<file path="src/rtl/decode_queue_if.sv">
// decode_queue_if: fetch-side offer and decode-side head/field signals of the decode queue
interface decode_queue_if #(
  parameter int WORD_W = 32,
  parameter int CNT_W  = 3
);
  logic              push, pop, flush, br_taken;
  logic [WORD_W-1:0] instru, PC, nPC;
  logic              full, valid, br_taken_out, halt, halt_seen;
  logic [CNT_W-1:0]  count;
  logic [WORD_W-1:0] instr, jPC, nPC_out, shamt;
  logic [4:0]        rs, rt;
  logic [15:0]       imm16;
  logic [25:0]       jaddr;
  modport master (
    output push, instru, PC, nPC, br_taken, pop, flush,
    input  full, valid, count, instr, jPC, nPC_out, br_taken_out,
           rs, rt, shamt, imm16, jaddr, halt, halt_seen
  );
  modport slave (
    input  push, instru, PC, nPC, br_taken, pop, flush,
    output full, valid, count, instr, jPC, nPC_out, br_taken_out,
           rs, rt, shamt, imm16, jaddr, halt, halt_seen
  );
endinterface

</file>
<file path="src/rtl/decode_queue.sv">
// decode_queue: circular fetch-to-decode buffer with head field decode and halt lockout
module decode_queue #(
  parameter int DEPTH  = 4,
  parameter int WORD_W = 32,
  parameter int CNT_W  = $clog2(DEPTH + 1)
) (
  input logic          CLK,
  input logic          RST,
  decode_queue_if.slave q
);
  localparam int PW = (DEPTH > 1) ? $clog2(DEPTH) : 1;
  logic [WORD_W-1:0] ins_m [DEPTH];
  logic [WORD_W-1:0] pc_m  [DEPTH];
  logic [WORD_W-1:0] npc_m [DEPTH];
  logic              br_m  [DEPTH];
  logic [PW-1:0]     head, tail;
  logic [CNT_W-1:0]  cnt;
  logic              hs, full_i, valid_i, do_push, do_pop;
  logic [WORD_W-1:0] h_ins;
  always_comb begin
    full_i  = cnt == CNT_W'(DEPTH);
    valid_i = cnt != '0;
    do_pop  = q.pop & valid_i & ~q.flush;
    // a full queue still accepts when the head leaves in the same cycle
    do_push = q.push & ~q.flush & ~hs & (~full_i | do_pop);
  end
  always_ff @(posedge CLK) begin
    if (RST || q.flush) begin
      head <= '0;
      tail <= '0;
      cnt  <= '0;
      hs   <= 1'b0;
    end else begin
      if (do_push) tail <= tail + PW'(1);
      if (do_pop) head <= head + PW'(1);
      cnt <= cnt + CNT_W'(do_push) - CNT_W'(do_pop);
      if (do_push && q.instru[31:26] == 6'h3f) hs <= 1'b1;
    end
  end
  // entries are never cleared; every head output is gated by valid instead
  always_ff @(posedge CLK) begin
    if (!RST && do_push) begin
      ins_m[tail] <= q.instru;
      pc_m[tail]  <= q.PC;
      npc_m[tail] <= q.nPC;
      br_m[tail]  <= q.br_taken;
    end
  end
  always_comb begin
    h_ins          = valid_i ? ins_m[head] : '0;
    q.full         = full_i;
    q.valid        = valid_i;
    q.count        = cnt;
    q.halt_seen    = hs;
    q.instr        = h_ins;
    q.jPC          = valid_i ? pc_m[head] : '0;
    q.nPC_out      = valid_i ? npc_m[head] : '0;
    q.br_taken_out = valid_i ? br_m[head] : 1'b0;
    q.rs           = h_ins[25:21];
    q.rt           = h_ins[20:16];
    q.shamt        = WORD_W'(h_ins[10:6]);
    q.imm16        = h_ins[15:0];
    q.jaddr        = h_ins[25:0];
    q.halt         = valid_i & (h_ins[31:26] == 6'h3f);
  end
endmodule
</file>
<file path="src/flat_wrapper.sv">
// flat-port wrapper written by rule: the top's interface ports become plain ports
module decode_queue_flat 
#(
  parameter int DEPTH  = 4,
  parameter int WORD_W = 32,
  parameter int CNT_W  = $clog2(DEPTH + 1)
)
  (CLK, RST, q_push, q_instru, q_PC, q_nPC, q_br_taken, q_pop, q_flush, q_full, q_valid, q_count, q_instr, q_jPC, q_nPC_out, q_br_taken_out, q_rs, q_rt, q_shamt, q_imm16, q_jaddr, q_halt, q_halt_seen);
  decode_queue_if #(.WORD_W(WORD_W), .CNT_W(CNT_W)) q_i ();
  input logic CLK;
  input logic RST;
  input wire logic [$bits(q_i.push)-1:0] q_push;
  input wire logic [$bits(q_i.instru)-1:0] q_instru;
  input wire logic [$bits(q_i.PC)-1:0] q_PC;
  input wire logic [$bits(q_i.nPC)-1:0] q_nPC;
  input wire logic [$bits(q_i.br_taken)-1:0] q_br_taken;
  input wire logic [$bits(q_i.pop)-1:0] q_pop;
  input wire logic [$bits(q_i.flush)-1:0] q_flush;
  output wire logic [$bits(q_i.full)-1:0] q_full;
  output wire logic [$bits(q_i.valid)-1:0] q_valid;
  output wire logic [$bits(q_i.count)-1:0] q_count;
  output wire logic [$bits(q_i.instr)-1:0] q_instr;
  output wire logic [$bits(q_i.jPC)-1:0] q_jPC;
  output wire logic [$bits(q_i.nPC_out)-1:0] q_nPC_out;
  output wire logic [$bits(q_i.br_taken_out)-1:0] q_br_taken_out;
  output wire logic [$bits(q_i.rs)-1:0] q_rs;
  output wire logic [$bits(q_i.rt)-1:0] q_rt;
  output wire logic [$bits(q_i.shamt)-1:0] q_shamt;
  output wire logic [$bits(q_i.imm16)-1:0] q_imm16;
  output wire logic [$bits(q_i.jaddr)-1:0] q_jaddr;
  output wire logic [$bits(q_i.halt)-1:0] q_halt;
  output wire logic [$bits(q_i.halt_seen)-1:0] q_halt_seen;
  assign q_i.push = q_push;
  assign q_i.instru = q_instru;
  assign q_i.PC = q_PC;
  assign q_i.nPC = q_nPC;
  assign q_i.br_taken = q_br_taken;
  assign q_i.pop = q_pop;
  assign q_i.flush = q_flush;
  assign q_full = q_i.full;
  assign q_valid = q_i.valid;
  assign q_count = q_i.count;
  assign q_instr = q_i.instr;
  assign q_jPC = q_i.jPC;
  assign q_nPC_out = q_i.nPC_out;
  assign q_br_taken_out = q_i.br_taken_out;
  assign q_rs = q_i.rs;
  assign q_rt = q_i.rt;
  assign q_shamt = q_i.shamt;
  assign q_imm16 = q_i.imm16;
  assign q_jaddr = q_i.jaddr;
  assign q_halt = q_i.halt;
  assign q_halt_seen = q_i.halt_seen;
  decode_queue #(.DEPTH(DEPTH), .WORD_W(WORD_W), .CNT_W(CNT_W)) u_core (.CLK(CLK), .RST(RST), .q(q_i));
endmodule
</file>
<file path="config.mk">
export PLATFORM = sky130hd
export DESIGN_NAME = decode_queue_flat
export DESIGN_NICKNAME = d
export VERILOG_FILES = /design/src/rtl/decode_queue_if.sv /design/src/rtl/decode_queue.sv /design/src/flat_wrapper.sv
export SDC_FILE = /design/constraint.sdc
export NUM_CORES = 1
export LEC_CHECK = 0
export CAP_MARGIN = 15
export CELL_PAD_IN_SITES_DETAIL_PLACEMENT = 1
export CELL_PAD_IN_SITES_GLOBAL_PLACEMENT = 1
export CORE_ASPECT_RATIO = 1.4
export CORE_MARGIN = 2
export CORE_UTILIZATION = 25
export CTS_BUF_LIST = sky130_fd_sc_hd__clkbuf_2
export DETAILED_ROUTE_END_ITERATION = 16
export PLACE_DENSITY = 0.59
export SLEW_MARGIN = 20
export SYNTH_ARGS = -nofsm -noshare
export SYNTH_HDL_FRONTEND = slang
export SYNTH_SLANG_ARGS = --single-unit
</file>
<file path="constraint.sdc">
create_clock -name CLK -period 8.2 [get_ports CLK]
set_input_delay 2.05 -clock CLK [delete_from_list [all_inputs] [get_ports CLK]]
set_output_delay 2.05 -clock CLK [all_outputs]
set_load 0.01 [all_outputs]
</file>
==> results of run 1 <==
==> critical path: stages, from the launching register on <==
cell	delay [ns]
dfxtp_4	0.96
buf_12	0.50
mux4_2	0.56
and2_1	0.23
clkdlybuf4s50_1	0.51
==> cells in the final DEF (no fill, tap or decap), types with 2 or more instances in the layout <==
| master | count |
|---|---|
| edfxtp_1 | 388 |
| clkdlybuf4s50_1 | 262 |
| clkbuf_2 | 130 |
| and2_1 | 99 |
| mux4_2 | 97 |
| conb_1 | 27 |
| clkinv_1 | 24 |
| clkinv_2 | 10 |
| buf_4 | 8 |
| dfxtp_1 | 8 |
| nor3_1 | 6 |
| nand2_1 | 5 |
| ha_1 | 5 |
| diode_2 | 4 |
| inv_1 | 4 |
| and2_4 | 4 |
| nand4_1 | 3 |
| clkinv_4 | 3 |
| bufinv_16 | 3 |
| nand2b_1 | 2 |
| nor3b_1 | 2 |
| nor2_1 | 2 |
| xor2_1 | 2 |
| xnor2_1 | 2 |
| dfxtp_4 | 2 |
| inv_6 | 2 |
==> worst max path at each step <==
stage                        start            endpoint  slack (ns)  cells after the start
final                     register          q_instr[9]        2.27                      4
after global routing      register          q_imm16[9]        1.79                      4
after CTS                 register          q_instr[9]        1.85                      4
after detailed placement   q_flush  u_core.npc_m[0][8]        2.69                      4
after global placement     q_flush  u_core.npc_m[0][7]        2.78                      4
after floorplan            q_flush      u_core.br_m[0]        2.81                      3
==> state kept, by name, indices dropped and copies added, names as in the netlist, named ones only <==
register and cells:
u_core.q.halt_seen 1, u_core.br_m 4, u_core.pc_m 128, u_core.ins_m 128
u_core.q.count 3, u_core.tail 2, u_core.npc_m 128, u_core.head 2
==> through the flow <==
stage          cell area (µm²)  hold WS (ns)  setup slack [ns]
2_1_floorplan            15900         0.461              2.81
4_1_cts                  19800         0.520              1.85
6_report                 19800         0.514              2.27
5_1_grt                  19800         0.539              1.79
3_5_place_dp             18900         0.505              2.69
3_3_place_gp             18900         0.476              2.78
==> cells in the mapped netlist (2+ instances only) <==
| master | number |
|---|---|
| edfxtp_1 | 388 |
| and2_1 | 103 |
| mux4_2 | 97 |
| buf_4 | 84 |
| clkbuf_1 | 16 |
| buf_2 | 13 |
| dfxtp_1 | 10 |
| nor3_1 | 6 |
| ha_1 | 5 |
| nand2_1 | 5 |
| buf_8 | 4 |
| inv_1 | 4 |
| nand4_1 | 3 |
| nand2b_1 | 2 |
| nor2_1 | 2 |
| nor3b_1 | 2 |
| xnor2_1 | 2 |
| xor2_1 | 2 |
==> area by class of cell <==
type	count	area, µm²	area share
antenna	4	10.0	0.000505
multi-input combinational	269	3250	0.164
tap	832	1040	0.0525
inverter	4	15.0	0.000758
clock buffer	130	651	0.0328
clock inverter	43	278	0.0140
timing repair buffer	271	2700	0.136
sequential	398	11900	0.599
==> per-layer routing <==
metal	GRT usage	vias up	share of wire
met3	0.0287	50	0.063
met2	0.220	296	0.57
li1	-	3524	-
met4	0.0453	0	0.018
met1	0.116	4080	0.35
met5	0	-	0
==> power by group through the flow <==
stage | clock network [mW] | logic [mW] | registers [mW]
5_1_grt | 1.51 | 0.264 | 2.26
2_1_floorplan | 0 | 0.114 | 2.30
6_report | 1.34 | 0.243 | 2.25
3_3_place_gp | 0 | 0.245 | 2.30
4_1_cts | 1.42 | 0.252 | 2.26
3_5_place_dp | 0 | 0.250 | 2.30
==> cell families (layout without fill, tap and decap cells) <==
| logic type | after synthesis | count (layout) | share of synthesized area |
|---|---|---|---|
| fa+ha+maj | 6 | 6 | 0.00521 |
| flops | 398 | 398 | 0.748 |
| other cells | 1 | 31 | 0.000237 |
| simple gates | 129 | 129 | 0.0500 |
| xor+xnor | 4 | 4 | 0.00221 |
| compound gates | 5 | 5 | 0.00213 |
| buf+inv | 122 | 448 | 0.0532 |
| mux | 98 | 98 | 0.139 |
==> summary.md, run 1 <==
| Metric | Value |
|---|---|
| Fin. max-slew vios | 0 |
| Post-Route WL | about 37,000 µm |
| Post-synth top area share | 0.736 |
| Sequential area share after synthesis | 0.748 |
| Reg2reg start | u_core.q.count[1] |
| CP Max Fanout | 55 |
| Hold path start | u_core.q.halt_seen |
| Initial antenna violation count | 5 |
| Chip Width | approximately 220 µm |
| ANT nets after route | 0 |
| Number of fill cells | 6,518 |
| Share of power burned in registers | 0.588 |
| Mapped Cells | 763 |
| Post-layout min period | between 5 and 6 ns |
| Largest net degree at the start of global routing | 100 |
| CP Capture Type | primary output |
| Setup Buffers After CTS | 0 |
| Die area | 65,400 µm² |
| Clk slew on worst S/H paths | ~0.10 ns |
| Leakage | 6.28 nW |
| Hold buffer count at CTS | 0 |
| Number of flops mapped to enable cells by yosys | 388 |
| Reg2reg setup slack | between 4 and 5 ns |
| Yosys reg bits | 398 |
| Final std cells w/o fill | between 1,500 and 2,000 |
| Cell Int Power | 2.92 mW |
| Async SR Flop Fraction | 0 |
| DP HPWL | roughly 23,000 µm |
| Layout cells sized above 1 | 0.235 |
| CTS Root Cell | clkbuf_2 |
| Critical path launch point type | register |
| Net switching power | 0.912 mW |
| Final hold vios | 0 |
| First-pass GRT wire length | roughly 55,000 µm |
| Util after Layout | 0.315 |
| CTS tree | done |
| Worst Path Arrival | 3.88 ns |
| Synth Cell Area | roughly 16,000 µm² |
| Buffer depth of the longest clock path | 3 |
| Cell Pwr Density | 193 nW/µm² |
| Setup violators final | 0 |
| Setup TNS | 0 ns |
| CTS Sinks | 398 |
| Min-Delay Endpoint | u_core.q.halt_seen |
| CTS Buf Count | 97 |
| Sw frac | 0.238 |
| Placed cell count | 1,774 |
| Crit Path Class | register to primary output |
| H-tree levels | 3 |
| Via Count | 7,950 |
| Crit share post-route | 0.723 |
| Reg2Reg Depth | 4 |
| Top_reg_cell synth | edfxtp_1 |
| # IOs | 290 |
| Row cnt | 109 |
| Comb pwr share | 0.063 |
| Synth-to-Final Area Change | 25.1% |
| # port buffers | 262 |
| Synth unique cells | 33 |
| Synth warn | 0 |
| Yosys top cell by area | edfxtp_1 |
| Drt first pass iters | 4 |
| Avg Vias per Cell | 4.07 |
| Core Region | 62,900 µm² |
| Clock Latency Late Sink | 1.06 ns |
| Avg Cell Area, Syn | 20.8 µm² |
| Clock skew | between 0.1 and 0.15 ns |
| Final Power | 3.83 mW |
| HP Class | register to register |
| Congestion Overflow GR | 0 |
| Area contributors post-synth | edfxtp_1 (74%), mux4_2 (14%), and2_1 (4.1%), buf_4 (4.0%), dfxtp_1 (1.3%) |
| Clock group share of total power | 0.348 |
| Relative slew slack | 0.357 |
| RSZ-0062 raised after global routing | no |
| Least-Margin Pin Slew | 0.965 ns |
| Vias in the first global route | between 8,000 and 9,000 |
| Fmax | 169 MHz |
| DR iter-0 viols | between 200 and 300 |
| Initial Util | 0.252 |
| NumNets Final | 1,149 |
| Drc violations | 0 |
| Max VDD drop | 0.0735 mV |
| Routability cong. | about 0.7 |
| Post-CTS Resized | 0 |
| Critical R2R Capture | u_core.pc_m[1][3] |
| Die height | 302 µm |
| Hold Path Depth | 2 |
| GRT Util Overall | 0.114 |
| DR WL/cell | 18.9 µm |
| Max-cap violations | 0 |
| Required time of the critical path | 6.15 ns |
| Outcome | complete, no violations |
(Power assumes the default switching activity.)
==> inputs of run 2 (changes only) <==
==> constraint.sdc (replaced) <==
create_clock -name CLK -period 5.7 [get_ports CLK]
set_input_delay 1.425 -clock CLK [delete_from_list [all_inputs] [get_ports CLK]]
set_output_delay 1.425 -clock CLK [all_outputs]
set_load 0.01 [all_outputs]
==> summary.md, run 2 (synthesized netlist as in run 1, its figures left out) <==
| Metric | Value |
|---|---|
| Vias in the first global route | 8,962 (+0.62%) |
| Die height | 302 µm (unchanged) |
| Post-CTS Resized | 0 (unchanged) |
| First-pass GRT wire length | 54,500 µm (-0.45%) |
| NumNets Final | 1,149 (unchanged) |
| Chip Width | 217 µm (unchanged) |
| Initial Util | 0.252 (unchanged) |
| Congestion Overflow GR | 0 (unchanged) |
| Drt first pass iters | 4 (unchanged) |
| Worst Path Arrival | 3.57 ns (-0.31 ns) |
| Largest regs | u_core.ins_m: 128 flops, u_core.npc_m: 128 flops, u_core.pc_m: 128 flops |
| GRT Util Overall | 0.114 (-0.000488) |
| # port buffers | 262 (unchanged) |
| Fin. max-slew vios | 0 (unchanged) |
| Reg2reg start | u_core.q.count[1] |
| CTS Root Cell | clkbuf_2 |
| Hold buffer count at CTS | 0 (unchanged) |
| Buffer depth of the longest clock path | 3 (unchanged) |
| Max VDD drop | 0.148 mV (+100%) |
| Post-layout min period | 4.99 ns |
| Clk slew on worst S/H paths | 0.11 ns (about the same) |
| Critical-path top delay cell | dfxtp_4 |
| Least-Margin Pin Slew | 0.947 ns (-0.0176 ns) |
| Die area | 65,400 µm² (unchanged) |
| Util after Layout | 0.316 (+0.000796) |
| Critical path, cell by cell | buf_12 > mux4_2 > and2_1 > clkdlybuf4s50_1 |
| Crit share post-route | 0.876 |
| Reg2Reg Depth | 4 (unchanged) |
| Setup TNS | 0 ns (unchanged) |
| Most frequent cells in the layout | edfxtp_1 (388), clkdlybuf4s50_1 (262), clkbuf_2 (138) |
| Core Region | 62,900 µm² (unchanged) |
| DR iter-0 viols | 268 (+1.5%) |
| Critical R2R Capture | u_core.pc_m[0][8] |
| Post-Route WL | 36,900 µm (-0.17%) |
| Critical path launch point type | register |
| CTS Buf Count | 97 (unchanged) |
| Max-cap violations | 0 (unchanged) |
| Final worst-path setup slack | 0.705 ns (-1.57 ns) |
| ANT nets after route | 0 (unchanged) |
| CTS Sinks | 398 (unchanged) |
| Fmax | 200 MHz |
| Met3 wire length | 2220 µm (-4.7%) |
| Layout cells sized above 1 | 0.237 (+0.00153) |
| Largest net degree at the start of global routing | 100 (unchanged) |
| Initial antenna violation count | 4 (-1) |
| CP bufs+invs | 2 (unchanged) |
| Drc violations | 0 (unchanged) |
| # IOs | 290 (unchanged) |
| Routability cong. | 0.712 (about the same) |
| Via Count | 7,932 (-0.23%) |
| Crit path max-delay family | flip-flops |
| H-tree levels | 3 (unchanged) |
| DR top layer | met5 |
| Critical Path End | q_nPC_out[10] |
| Crit Path Class | register to primary output |
| Reg2reg setup slack | 2.98 ns (-1.73 ns) |
| Leakage | 6.29 nW (+0.18%) |
| DP HPWL | 21,800 µm (-5.7%) |
| Setup violators final | 0 (unchanged) |
| Met1 WL | 13,400 µm (+4.3%) |
| Avg Vias per Cell | 4.08 (about the same) |
| Number of fill cells | 6,502 (-0.25%) |
| Clock skew | 0.0800 ns (-0.0273 ns) |
| Crit. path cell count | 4 (unchanged) |
| Most common cell after layout, fill and taps aside | edfxtp_1 |
| Setup Buffers After CTS | 0 (unchanged) |
| Final hold vios | 0 (unchanged) |
| Clock Latency Late Sink | 1.05 ns (about the same) |
| Row cnt | 109 (unchanged) |
| CTS tree | done |
| RSZ-0062 raised after global routing | no |
| Relative slew slack | 0.368 (+0.0118) |
| HP Class | register to register |
| CP Max Fanout | 55 (unchanged) |
| Dpl ws | 1.42 ns (-1.27 ns) |
| Met2 routed WL | 20,300 µm (-3.8%) |
| Cell Pwr Density | 278 nW/µm² (+43%) |
| Required time of the critical path | 4.28 ns (-1.87 ns) |
| DR WL/cell | 19.0 µm (about the same) |
| CP max stage delay | 0.92 ns (-0.04 ns) |
| Outcome | complete, no violations |
| Synth-to-Final Area Change | 25.4% |
| Hold Path Depth | 2 (unchanged) |
| CP Capture Type | primary output |
run 2: worst min path at each step:
| stage | from | end |
|---|---|---|
| after floorplan | u_core.tail[1] | u_core.tail[1] |
| after global placement | u_core.tail[1] | u_core.tail[1] |
| after detailed placement | u_core.tail[1] | u_core.tail[1] |
| after CTS | u_core.head[1] | register |
| after global routing | u_core.tail[1] | u_core.tail[1] |
| final | u_core.tail[1] | u_core.tail[1] |
run 2: through the flow:
| stage | area [µm²] | power (mW) | instances | hold WS [ns] |
|---|---|---|---|---|
| after floorplan | 15900 | 3.47 | 789 | 0.461 |
| after global placement | 18900 | 3.66 | 1773 | 0.483 |
| after detailed placement | 18900 | 3.67 | 1773 | 0.494 |
| after CTS | 19800 | 5.65 | 1943 | 0.496 |
| after global routing | 19900 | 5.79 | 1946 | 0.538 |
| final | 19900 | 5.51 | 1946 | 0.511 |
run 2: tightest hold or removal path, stage by stage, from the launching register on:
cell and delay (ns):
dfxtp_1 0.36, nand2_1 0.07, o21ai_1 0.05
run 2: area by class of cell:
| cell class | count | area [µm²] | share of cell area |
|---|---|---|---|
| diodes | 2 | 5.00 | 0.000252 |
| well taps | 832 | 1040 | 0.0524 |
| flip-flops and latches | 398 | 11900 | 0.597 |
| clock buffers | 138 | 691 | 0.0348 |
| clock inverters | 32 | 218 | 0.0110 |
| repair buffers | 271 | 2780 | 0.140 |
| inverters | 4 | 15.0 | 0.000756 |
| multi-input cells | 269 | 3250 | 0.164 |
run 2: metal layers:
| metal | GRT usage | vias to the layer above |
|---|---|---|
| li1 | - | 3529 |
| met1 | 0.115 | 4052 |
| met2 | 0.217 | 281 |
| met3 | 0.0293 | 64 |
| met4 | 0.0522 | 6 |
| met5 | 0 | - |
run 2: power by group:
part | total (mW) | leakage, nW | internal, mW | switching (mW)
Clock | 1.92 | 0.679 | 0.791 | 1.13
Sequential | 3.24 | 3.59 | 3.23 | 0.00733
Combinational | 0.355 | 2.02 | 0.192 | 0.163
Total | 5.51 | 6.29 | 4.22 | 1.30
==> edit: new RTL, config.mk and constraints of run 2 <==
`DEPTH` is set to 4 in 2 places; all go to 8.
--- a/src/rtl/decode_queue.sv
+++ b/src/rtl/decode_queue.sv
@@ -2,3 +2,3 @@
 module decode_queue #(
-  parameter int DEPTH  = 4,
+  parameter int DEPTH  = 8,
   parameter int WORD_W = 32,
--- a/src/flat_wrapper.sv
+++ b/src/flat_wrapper.sv
@@ -3,3 +3,3 @@
 #(
-  parameter int DEPTH  = 4,
+  parameter int DEPTH  = 8,
   parameter int WORD_W = 32,
Interface: changed (resized q_count); port bits go from 290 to 291. The function was not compared with the original's and may differ.
==> edit against run 2 <==
- sequential cell count is 392 higher
- total power is 100% higher
- worst setup slack worse by 0.32 ns
- area after synthesis is 95% higher
- synthesized cell count is 86% higher
- routed wire length is 110% higher
- global-route usage is 0.85 points higher
- combinational power grew to 2.6 times the old value
- core utilization is 1.2 points lower
- final area is 88% higher
- critical path type unchanged
- highest routed layer unchanged
==> edit: results (changes against run 2) <==
Power
  • Clock share of power: 34.7% (was 34.8%)
  • Worst VDD drop: 0.158 mV (was 0.148 mV)
  • Leakage: 11.4 nW (was 6.29 nW)
  • Power Density: 301 nW/um2 (was 278 nW/um2)
  • P_sw: 2.75 mW (was 1.30 mW)

GRT
  • M3 GR Usage: 3.40% (was 2.93%)
  • GR Util met2: 21.0% (was 21.7%)
  • Global-route met1 utilization: 14.6% (was 11.5%)
  • Number of global-route vias before repair: 17100 (was 8962)
  • First-pass GRT wire length: 112000 um (was 54500 um)
  • Overall routing resource usage: 12.2% (was 11.4%)

Timing
  • Fin Hold WS: 0.545 ns (was 0.511 ns)
  • Skew final: 0.167 ns (was 0.0800 ns)
  • Rel. slew slack: 29.9% (was 36.8%)

Placed design
  • Port bufs: 263 (was 262)
  • DP Area: 35300 um2 (was 18900 um2)
  • DP Wirelength: 44200 um (was 21800 um)

Final layout
  • Plain + repair buffers: 319 (was 271)
  • Layout Nets: 1912 (was 1149)
  • Fillcell total: 12600 (was 6502)
  • Count of clock buffers in the final design: 272 (was 138)
  • Share of cells above drive strength 1: 28.7% (was 23.7%)

CTS
  • H-tree Lvls: 4 (was 3)
  • Clock latency on the worst-skew pair: 1.53 ns (was 1.05 ns)

Synth
  • Synth Area in XOR/XNOR: 0.113% (was 0.221%)
  • Synth cell types: 38 (was 33)
  • Sequential area share after synthesis: 76.4% (was 74.8%)
  • #FFs+latches synth: 790 (was 398)

Worst setup path
  • Worst R2R End: u_core.ins_m[7][8]$_DFFE_PP_ (was u_core.pc_m[0][8]$_DFFE_PP_)
  • Crit path max fanout: 41 (was 55)
  • CP arrival: 3.89 ns (was 3.57 ns)

Route
  • Met3 routed WL: 3970 um (was 2220 um)
  • Vias/cell: 4.24 (was 4.08)
  • Drt first pass iters: 5 (was 4)

Outcome
  • Status: finished clean (unchanged)

Min path
  • Hold_sp: u_core.head[2]$_SDFFE_PP0P_ (was u_core.tail[1]$_SDFFE_PP0N_)
## edit: cell types whose count changed after synthesis, sizes merged, moves of 9 or more
| cell | run 2 | this run |
|---|---|---|
| edfxtp | 388 | 776 |
| mux2i | 1 | 98 |
| and2 | 103 | 1 |
| mux4 | 97 | 193 |
| nor2 | 2 | 117 |
| inv | 4 | 13 |
| buf | 102 | 142 |
## edit: critical path: stages (launching register included)
cell             delay, ns
dfxtp_4               0.37
buf_12                0.14
buf_12                0.32
mux4_2                0.56
mux2i_1               0.33
nor2_1                0.09
clkdlybuf4s50_1       0.51
## edit: logic make-up after synthesis
group	Yosys count
AND/OR/NAND/NOR	143
multiplexers	291
other	1
buffers and inverters	165
flip-flops	790
XOR/XNOR	4
adder cells (fa/ha/maj)	9
AO/OA/AOI/OAI	15
## edit: repair_timing
| item | in CTS | in global routing |
|---|---|---|
| resized for setup | 7 | 2 |
| setup buffers | 12 | 0 |
| endpoints found under the setup margin | 155 | 2 |
| hold buffers | 0 | 0 |
